==> src/rtl/bpu_pkg.sv <==
// Shared constants and helpers for the branch predict/resolve unit.
package bpu_pkg;

  localparam logic [2:0] BEQ  = 3'b000;
  localparam logic [2:0] BNE  = 3'b001;
  localparam logic [2:0] BLT  = 3'b100;
  localparam logic [2:0] BGE  = 3'b101;
  localparam logic [2:0] BLTU = 3'b110;
  localparam logic [2:0] BGEU = 3'b111;

  // Number of index bits needed to address 'entries' counters (ceil log2).
  function automatic int unsigned idx_width(input int unsigned entries);
    int unsigned w;
    w = 0;
    for (int unsigned i = 0; i < 9; i++) begin
      if ((32'd1 << i) < entries) w = i + 1;
    end
    return w;
  endfunction

  // Weakly-not-taken: MSB clear, all lower bits set (0 for a 1-bit counter).
  function automatic logic [3:0] wnt_value(input int unsigned ctr_w);
    return 4'((32'd1 << (ctr_w - 1)) - 32'd1);
  endfunction

endpackage

==> src/rtl/branch_predict_resolve_if.sv <==
// IF lookup and EX resolve signals of the branch unit; stat outputs exist with BPU_STATS_EN.
interface branch_predict_resolve_if #(
  parameter int unsigned PC_W = 32
);
  logic [PC_W-1:0] if_pc;
  logic            if_pred_taken;
  logic            ex_valid;
  logic            ex_branch;
  logic [PC_W-1:0] ex_pc;
  logic [2:0]      ex_b_control;
  logic            ex_zflag;
  logic            ex_oflag;
  logic            ex_cflag;
  logic            ex_nflag;
  logic            ex_pred_taken;
  logic            ex_taken;
  logic            mispredict;
  logic            flush_q;
  logic            illegal_bcond;
`ifdef BPU_STATS_EN
  logic [31:0]     stat_branches;
  logic [31:0]     stat_mispred;
  logic [15:0]     stat_illegal;
`endif

  modport master (
    output if_pc, ex_valid, ex_branch, ex_pc, ex_b_control,
           ex_zflag, ex_oflag, ex_cflag, ex_nflag, ex_pred_taken,
`ifdef BPU_STATS_EN
    input  stat_branches, stat_mispred, stat_illegal,
`endif
    input  if_pred_taken, ex_taken, mispredict, flush_q, illegal_bcond
  );

  modport slave (
    input  if_pc, ex_valid, ex_branch, ex_pc, ex_b_control,
           ex_zflag, ex_oflag, ex_cflag, ex_nflag, ex_pred_taken,
`ifdef BPU_STATS_EN
    output stat_branches, stat_mispred, stat_illegal,
`endif
    output if_pred_taken, ex_taken, mispredict, flush_q, illegal_bcond
  );
endinterface

==> src/rtl/sat_counter.sv <==
// Saturating up/down counter, reset to weakly-not-taken; one instance per BHT entry.
module sat_counter
  import bpu_pkg::*;
#(
  parameter int unsigned CTR_W = 2
) (
  input  logic             clk,
  input  logic             rst_n,
  input  logic             en,
  input  logic             inc,
  input  logic             dec,
  output logic [CTR_W-1:0] value
);

  localparam logic [CTR_W-1:0] CTR_MAX = '1;
  localparam logic [CTR_W-1:0] CTR_RST = CTR_W'(wnt_value(CTR_W));

  // Holds at the rails instead of wrapping.
  always_ff @(posedge clk or negedge rst_n) begin
    if (!rst_n) begin
      value <= CTR_RST;
    end else if (en) begin
      if (inc && (value != CTR_MAX)) begin
        value <= value + CTR_W'(1);
      end else if (!inc && dec && (value != '0)) begin
        value <= value - CTR_W'(1);
      end
    end
  end

endmodule

==> src/rtl/branch_predict_resolve.sv <==
// Branch unit: BHT prediction in IF, condition resolution, mispredict and training in EX.
// Optional counters under the BPU_STATS_EN macro.
module branch_predict_resolve
  import bpu_pkg::*;
#(
  parameter int unsigned PC_W        = 32,
  parameter int unsigned BHT_ENTRIES = 16,
  parameter int unsigned CTR_W       = 2
) (
  input logic                     clk,
  input logic                     rst_n,
  branch_predict_resolve_if.slave bus
);

  localparam int unsigned IDX_W = idx_width(BHT_ENTRIES);

  logic [IDX_W-1:0] if_idx;
  logic [IDX_W-1:0] ex_idx;
  logic [CTR_W-1:0] ctr [BHT_ENTRIES];
  logic             is_branch;
  logic             taken;
  logic             illegal;
  logic             train;
  logic             mispred;
  logic             unused_pc_bits;

  assign if_idx = bus.if_pc[IDX_W+1:2];
  assign ex_idx = bus.ex_pc[IDX_W+1:2];
  assign unused_pc_bits = ^{bus.if_pc[PC_W-1:IDX_W+2], bus.if_pc[1:0],
                            bus.ex_pc[PC_W-1:IDX_W+2], bus.ex_pc[1:0]};

  // Lookup reads the registered table, so a same-cycle write is not visible.
  assign bus.if_pred_taken = ctr[if_idx][CTR_W-1];

  assign is_branch = bus.ex_valid & bus.ex_branch;

  always_comb begin
    taken   = 1'b0;
    illegal = 1'b0;
    if (is_branch) begin
      case (bus.ex_b_control)
        BEQ:     taken = bus.ex_zflag;
        BNE:     taken = !bus.ex_zflag;
        BLT:     taken = bus.ex_nflag != bus.ex_oflag;
        BGE:     taken = bus.ex_nflag == bus.ex_oflag;
        BLTU:    taken = !bus.ex_cflag;
        BGEU:    taken = bus.ex_cflag;
        default: illegal = 1'b1;
      endcase
    end
  end

  assign train   = is_branch & !illegal;
  assign mispred = train & (taken != bus.ex_pred_taken);

  assign bus.ex_taken      = taken;
  assign bus.illegal_bcond = illegal;
  assign bus.mispredict    = mispred;

  for (genvar i = 0; i < BHT_ENTRIES; i++) begin : g_bht
    sat_counter #(.CTR_W(CTR_W)) u_ctr (
      .clk   (clk),
      .rst_n (rst_n),
      .en    (train && (ex_idx == IDX_W'(i))),
      .inc   (taken),
      .dec   (!taken),
      .value (ctr[i])
    );
  end

  always_ff @(posedge clk or negedge rst_n) begin
    if (!rst_n) begin
      bus.flush_q <= 1'b0;
    end else begin
      bus.flush_q <= mispred;
    end
  end

`ifdef BPU_STATS_EN
  // Event counters wrap naturally at their width.
  always_ff @(posedge clk or negedge rst_n) begin
    if (!rst_n) begin
      bus.stat_branches <= '0;
      bus.stat_mispred  <= '0;
      bus.stat_illegal  <= '0;
    end else begin
      if (train)   bus.stat_branches <= bus.stat_branches + 32'(1);
      if (mispred) bus.stat_mispred  <= bus.stat_mispred + 32'(1);
      if (illegal) bus.stat_illegal  <= bus.stat_illegal + 16'(1);
    end
  end
`endif

endmodule

==> src/flat_wrapper.sv <==
// flat-port wrapper written by rule: the top's interface ports become plain ports
module branch_predict_resolve_flat import bpu_pkg::*;
#(
  parameter int unsigned PC_W        = 32,
  parameter int unsigned BHT_ENTRIES = 16,
  parameter int unsigned CTR_W       = 2
)
  (clk, rst_n, bus_if_pc, bus_ex_valid, bus_ex_branch, bus_ex_pc, bus_ex_b_control, bus_ex_zflag, bus_ex_oflag, bus_ex_cflag, bus_ex_nflag, bus_ex_pred_taken, bus_if_pred_taken, bus_ex_taken, bus_mispredict, bus_flush_q, bus_illegal_bcond);
  branch_predict_resolve_if #(.PC_W(PC_W)) bus_i ();
  input logic clk;
  input logic rst_n;
  input wire logic [$bits(bus_i.if_pc)-1:0] bus_if_pc;
  input wire logic [$bits(bus_i.ex_valid)-1:0] bus_ex_valid;
  input wire logic [$bits(bus_i.ex_branch)-1:0] bus_ex_branch;
  input wire logic [$bits(bus_i.ex_pc)-1:0] bus_ex_pc;
  input wire logic [$bits(bus_i.ex_b_control)-1:0] bus_ex_b_control;
  input wire logic [$bits(bus_i.ex_zflag)-1:0] bus_ex_zflag;
  input wire logic [$bits(bus_i.ex_oflag)-1:0] bus_ex_oflag;
  input wire logic [$bits(bus_i.ex_cflag)-1:0] bus_ex_cflag;
  input wire logic [$bits(bus_i.ex_nflag)-1:0] bus_ex_nflag;
  input wire logic [$bits(bus_i.ex_pred_taken)-1:0] bus_ex_pred_taken;
  output wire logic [$bits(bus_i.if_pred_taken)-1:0] bus_if_pred_taken;
  output wire logic [$bits(bus_i.ex_taken)-1:0] bus_ex_taken;
  output wire logic [$bits(bus_i.mispredict)-1:0] bus_mispredict;
  output wire logic [$bits(bus_i.flush_q)-1:0] bus_flush_q;
  output wire logic [$bits(bus_i.illegal_bcond)-1:0] bus_illegal_bcond;
  assign bus_i.if_pc = bus_if_pc;
  assign bus_i.ex_valid = bus_ex_valid;
  assign bus_i.ex_branch = bus_ex_branch;
  assign bus_i.ex_pc = bus_ex_pc;
  assign bus_i.ex_b_control = bus_ex_b_control;
  assign bus_i.ex_zflag = bus_ex_zflag;
  assign bus_i.ex_oflag = bus_ex_oflag;
  assign bus_i.ex_cflag = bus_ex_cflag;
  assign bus_i.ex_nflag = bus_ex_nflag;
  assign bus_i.ex_pred_taken = bus_ex_pred_taken;
  assign bus_if_pred_taken = bus_i.if_pred_taken;
  assign bus_ex_taken = bus_i.ex_taken;
  assign bus_mispredict = bus_i.mispredict;
  assign bus_flush_q = bus_i.flush_q;
  assign bus_illegal_bcond = bus_i.illegal_bcond;
  branch_predict_resolve #(.PC_W(PC_W), .BHT_ENTRIES(BHT_ENTRIES), .CTR_W(CTR_W)) u_core (.clk(clk), .rst_n(rst_n), .bus(bus_i));
endmodule
==> config.mk <==
export PLATFORM = sky130hd
export DESIGN_NAME = branch_predict_resolve_flat
export DESIGN_NICKNAME = d
export VERILOG_FILES = /design/src/rtl/bpu_pkg.sv /design/src/rtl/branch_predict_resolve_if.sv /design/src/rtl/sat_counter.sv /design/src/rtl/branch_predict_resolve.sv /design/src/flat_wrapper.sv
export SDC_FILE = /design/constraint.sdc
export NUM_CORES = 1
export LEC_CHECK = 0
export BUFFER_PORTS_ARGS = -buffer_cell sky130_fd_sc_hd__buf_4
export CORE_ASPECT_RATIO = 1.2
export CORE_MARGIN = 2
export CORE_UTILIZATION = 40
export DETAILED_ROUTE_END_ITERATION = 12
export PLACE_DENSITY = 0.79
export SLEW_MARGIN = 5
export SYNTH_ARGS = -nofsm -noshare
export SYNTH_HDL_FRONTEND = slang
export SYNTH_SLANG_ARGS = --single-unit
==> constraint.sdc <==
create_clock -name clk -period 1.68 [get_ports clk]
set_input_delay 0.252 -clock clk [delete_from_list [all_inputs] [get_ports clk]]
set_output_delay 0.252 -clock clk [all_outputs]
set_load 0.01 [all_outputs]
==> results.ini <==
[global_routing]
gr-usage-met3_pct=3.44
grt_usage_pct=20.5
grt-busiest-layer=met2
antenna_found_initial=0
grt_overflow=0
use_met2_pct=34.8
grt_pass1_wl_um=11800
grt.met1_usage_pct=25.9
grt_pass1_vias=2495
grt_max_degree=34

[clock_tree]
root_buffer=clkbuf_8
cts_made_buffers=5
clkLatencyLatePin_ns=0.29
cts.sinks=33
cts_tree=built
clk_pin_slew_ns=0.07
htreeDepth=2
max-clock-path-buffers=2

[finish]
final_cell_mix=76 x buf_4, 29 x nand2_1, 26 x o211ai_1, 19 x nor3_1, 18 x o211ai_2
layoutNonFillerInstCount=427
area_growth_pct=29.5
nets=417
final_util_pct=52.6
n_antenna_cell=0
fillCellCount=570
final_common_cell=buf_4
drive_gt1_share_pct=40.4

[setup_path]
worstSetupPathType=reg2out
cp_slowest_cell=mux4_2
worstSetupStartpointType=flip-flop
crit_required_ns=1.43
cp-end-kind=output pin
crit_path_frequent_cell=mux4_2
crit_path_max_fanout=2
path_cells=mux4_2 > mux4_2 > buf_6
arrival_ns=1.80
slowest_delay_ns=0.49

[place]
dp_hpwl_um=4980
gp_congestion=0.914
dpl.cell_count=413
io_buffers=24

[detailed_routing]
postRouteAntennaNets=0
drt-initial-drc-count=182
vias=2483
firstDrtPassIters=4
wirelength_um=6910
drc=0
vias_per_cell=5.81
wl_per_cell_um=16.2

[timing]
min_period_ns=2.06
max_freq_ghz=0.487
setup_viol=2
hold_viol=0
slew_headroom_pct=71.3
rsz0062_at_grt=true
tightest_slew_ns=0.427
finalClockSkew_ns=0.00652
report.final.slew_viol_count=0
fin_crit_sh_pct=122
finalWorstSetupSlack_ns=-0.375

[hold_path]
hp-class=in2reg

[yosys]
syn_area_sq_um=2570
ys_ff_latch=33
avgSynthCellArea_sq_um=9.48
synthCells=271
ys_warn_count=0
synth_cell_types=41
yosysSeqAreaShare_pct=32.9
synth_nets=347

[die]
fp-row-count=32
core_sq_um=6330
start_util_pct=40.6
io_pins=81
dieArea_sq_um=7080
dieWidth_um=77.2
chipHeight_um=91.8

[pwr]
p_per_area_nw_per_um2=784
vdd_drop_max_uv=314
p_leak_nw=1.30

[flow_run]
drv_cap=0

[status]
violations=setup timing
outcome=finished with violations

==> synthesized netlist by cell type, drive strengths merged <==
| master | n | share of area [%] |
|---|---|---|
| a21o | 1 | 0.29 |
| buf | 10 | 2.6 |
| clkbuf | 10 | 1.5 |
| dfrtp | 17 | 17 |
| dfstp | 16 | 16 |
| inv | 10 | 1.5 |
| mux2i | 14 | 5.5 |
| mux4 | 5 | 4.4 |
| nand2 | 29 | 4.2 |
| nand2b | 6 | 1.5 |
| nand3 | 3 | 0.58 |
| nand4 | 1 | 0.24 |
| nand4b | 3 | 1.0 |
| nand4bb | 4 | 1.8 |
| nor2 | 10 | 1.5 |
| nor2b | 9 | 2.2 |
| nor3 | 19 | 3.7 |
| nor3b | 2 | 1.0 |
| nor4 | 14 | 3.4 |
| o2111ai | 4 | 1.4 |
| o211ai | 44 | 16 |
| o21a | 5 | 1.5 |
| o21ai | 8 | 2.0 |
| o221ai | 1 | 0.58 |
| o22ai | 5 | 1.2 |
| o2bb2ai | 1 | 0.34 |
| o31ai | 9 | 2.6 |
| o41ai | 1 | 0.34 |
| or2 | 1 | 0.24 |
| or2b | 1 | 0.29 |
| or4 | 1 | 0.29 |
| or4b | 4 | 1.6 |
| xnor3 | 1 | 0.88 |
| xor2 | 2 | 0.68 |
==> flip-flops by register name, summed over array words and instances (netlist names) <==
name	cells
u_core.bus.flush_q	1
u_core.g_bht.u_ctr.value	32
==> what timing repair did <==
action / CTS / global route
hold buffers: 1 / 0
gates cloned: 0 / 0
pin swaps: 2 / 3
setup buffers: 5 / 1
hold endpoints to repair: 17 / 0
resized for setup: 6 / 1
setup endpoints to repair: 3 / 11
==> per-layer routing <==
metal / part of all wire, % / vias to the layer above
met5: 0 / -
met4: 1.5 / 0
met3: 5.0 / 13
met2: 50 / 76
met1: 43 / 1202
li1: - / 1192
==> logic make-up after synthesis <==
| logic type | synth area share [%] |
|---|---|
| simple gates | 23.5 |
| flops | 32.9 |
| buf+inv | 5.60 |
| xor+xnor | 1.56 |
| mux | 9.84 |
| compound gates | 26.6 |
==> worst max-delay path: cells and delay by family, from the launching register on <==
kind / cells / cell delay, ns
DFF: 1 / 0.41
muxes: 2 / 0.98
buffers and inverters: 1 / 0.14
==> where the power goes <==
part           switching (W)  internal, W
Clock               0.000306     0.000287
Sequential          0.000175      0.00104
Combinational       0.000416     0.000388
==> per-stage QoR <==
step / setup TNS [ns] / total power, W / worst slack [ns] / area (sq um) / hold WS [ns]
after floorplan: -0.0472 / 0.00168 / -0.0472 / 2580 / -0.0436
after global placement: -1.95 / 0.00194 / -0.123 / 3170 / 0.227
after detailed placement: -2.70 / 0.00200 / -0.156 / 3170 / 0.224
after CTS: -0.417 / 0.00262 / -0.363 / 3320 / 0.315
after global routing: -0.541 / 0.00277 / -0.392 / 3330 / 0.326
final: -0.411 / 0.00261 / -0.375 / 3330 / 0.317
==> final timing paths <==
path | from | end | slack (ns) | depth (start not counted)
setup / recovery | u_core.g_bht[8].u_ctr.value[1] | bus_if_pred_taken | -0.38 | 3
hold / removal | bus_ex_pred_taken | u_core.bus.flush_q | 0.32 | 3
setup reg to reg | u_core.g_bht[8].u_ctr.value[1] | u_core.g_bht[8].u_ctr.value[0] | 0.51 | 6
hold reg to reg | u_core.g_bht[15].u_ctr.value[0] | u_core.g_bht[15].u_ctr.value[0] | 0.55 | 2
max in group asynchronous | rst_n | u_core.g_bht[0].u_ctr.value[0] | 0.88 | 2
min in group asynchronous | rst_n | u_core.g_bht[8].u_ctr.value[1] | 0.45 | 2
==> layout make-up <==
type                    count  area [sq um]  area share (%)
clock buffers               6          72.6            2.18
clock inverters             2          10.0           0.301
inverters                  10          37.5            1.13
multi-input cells         208          1600            48.0
flip-flops and latches     33           846            25.4
well taps                  85           106            3.20
repair buffers             83           657            19.7
Note: power is estimated with default switching activity, not from simulation.
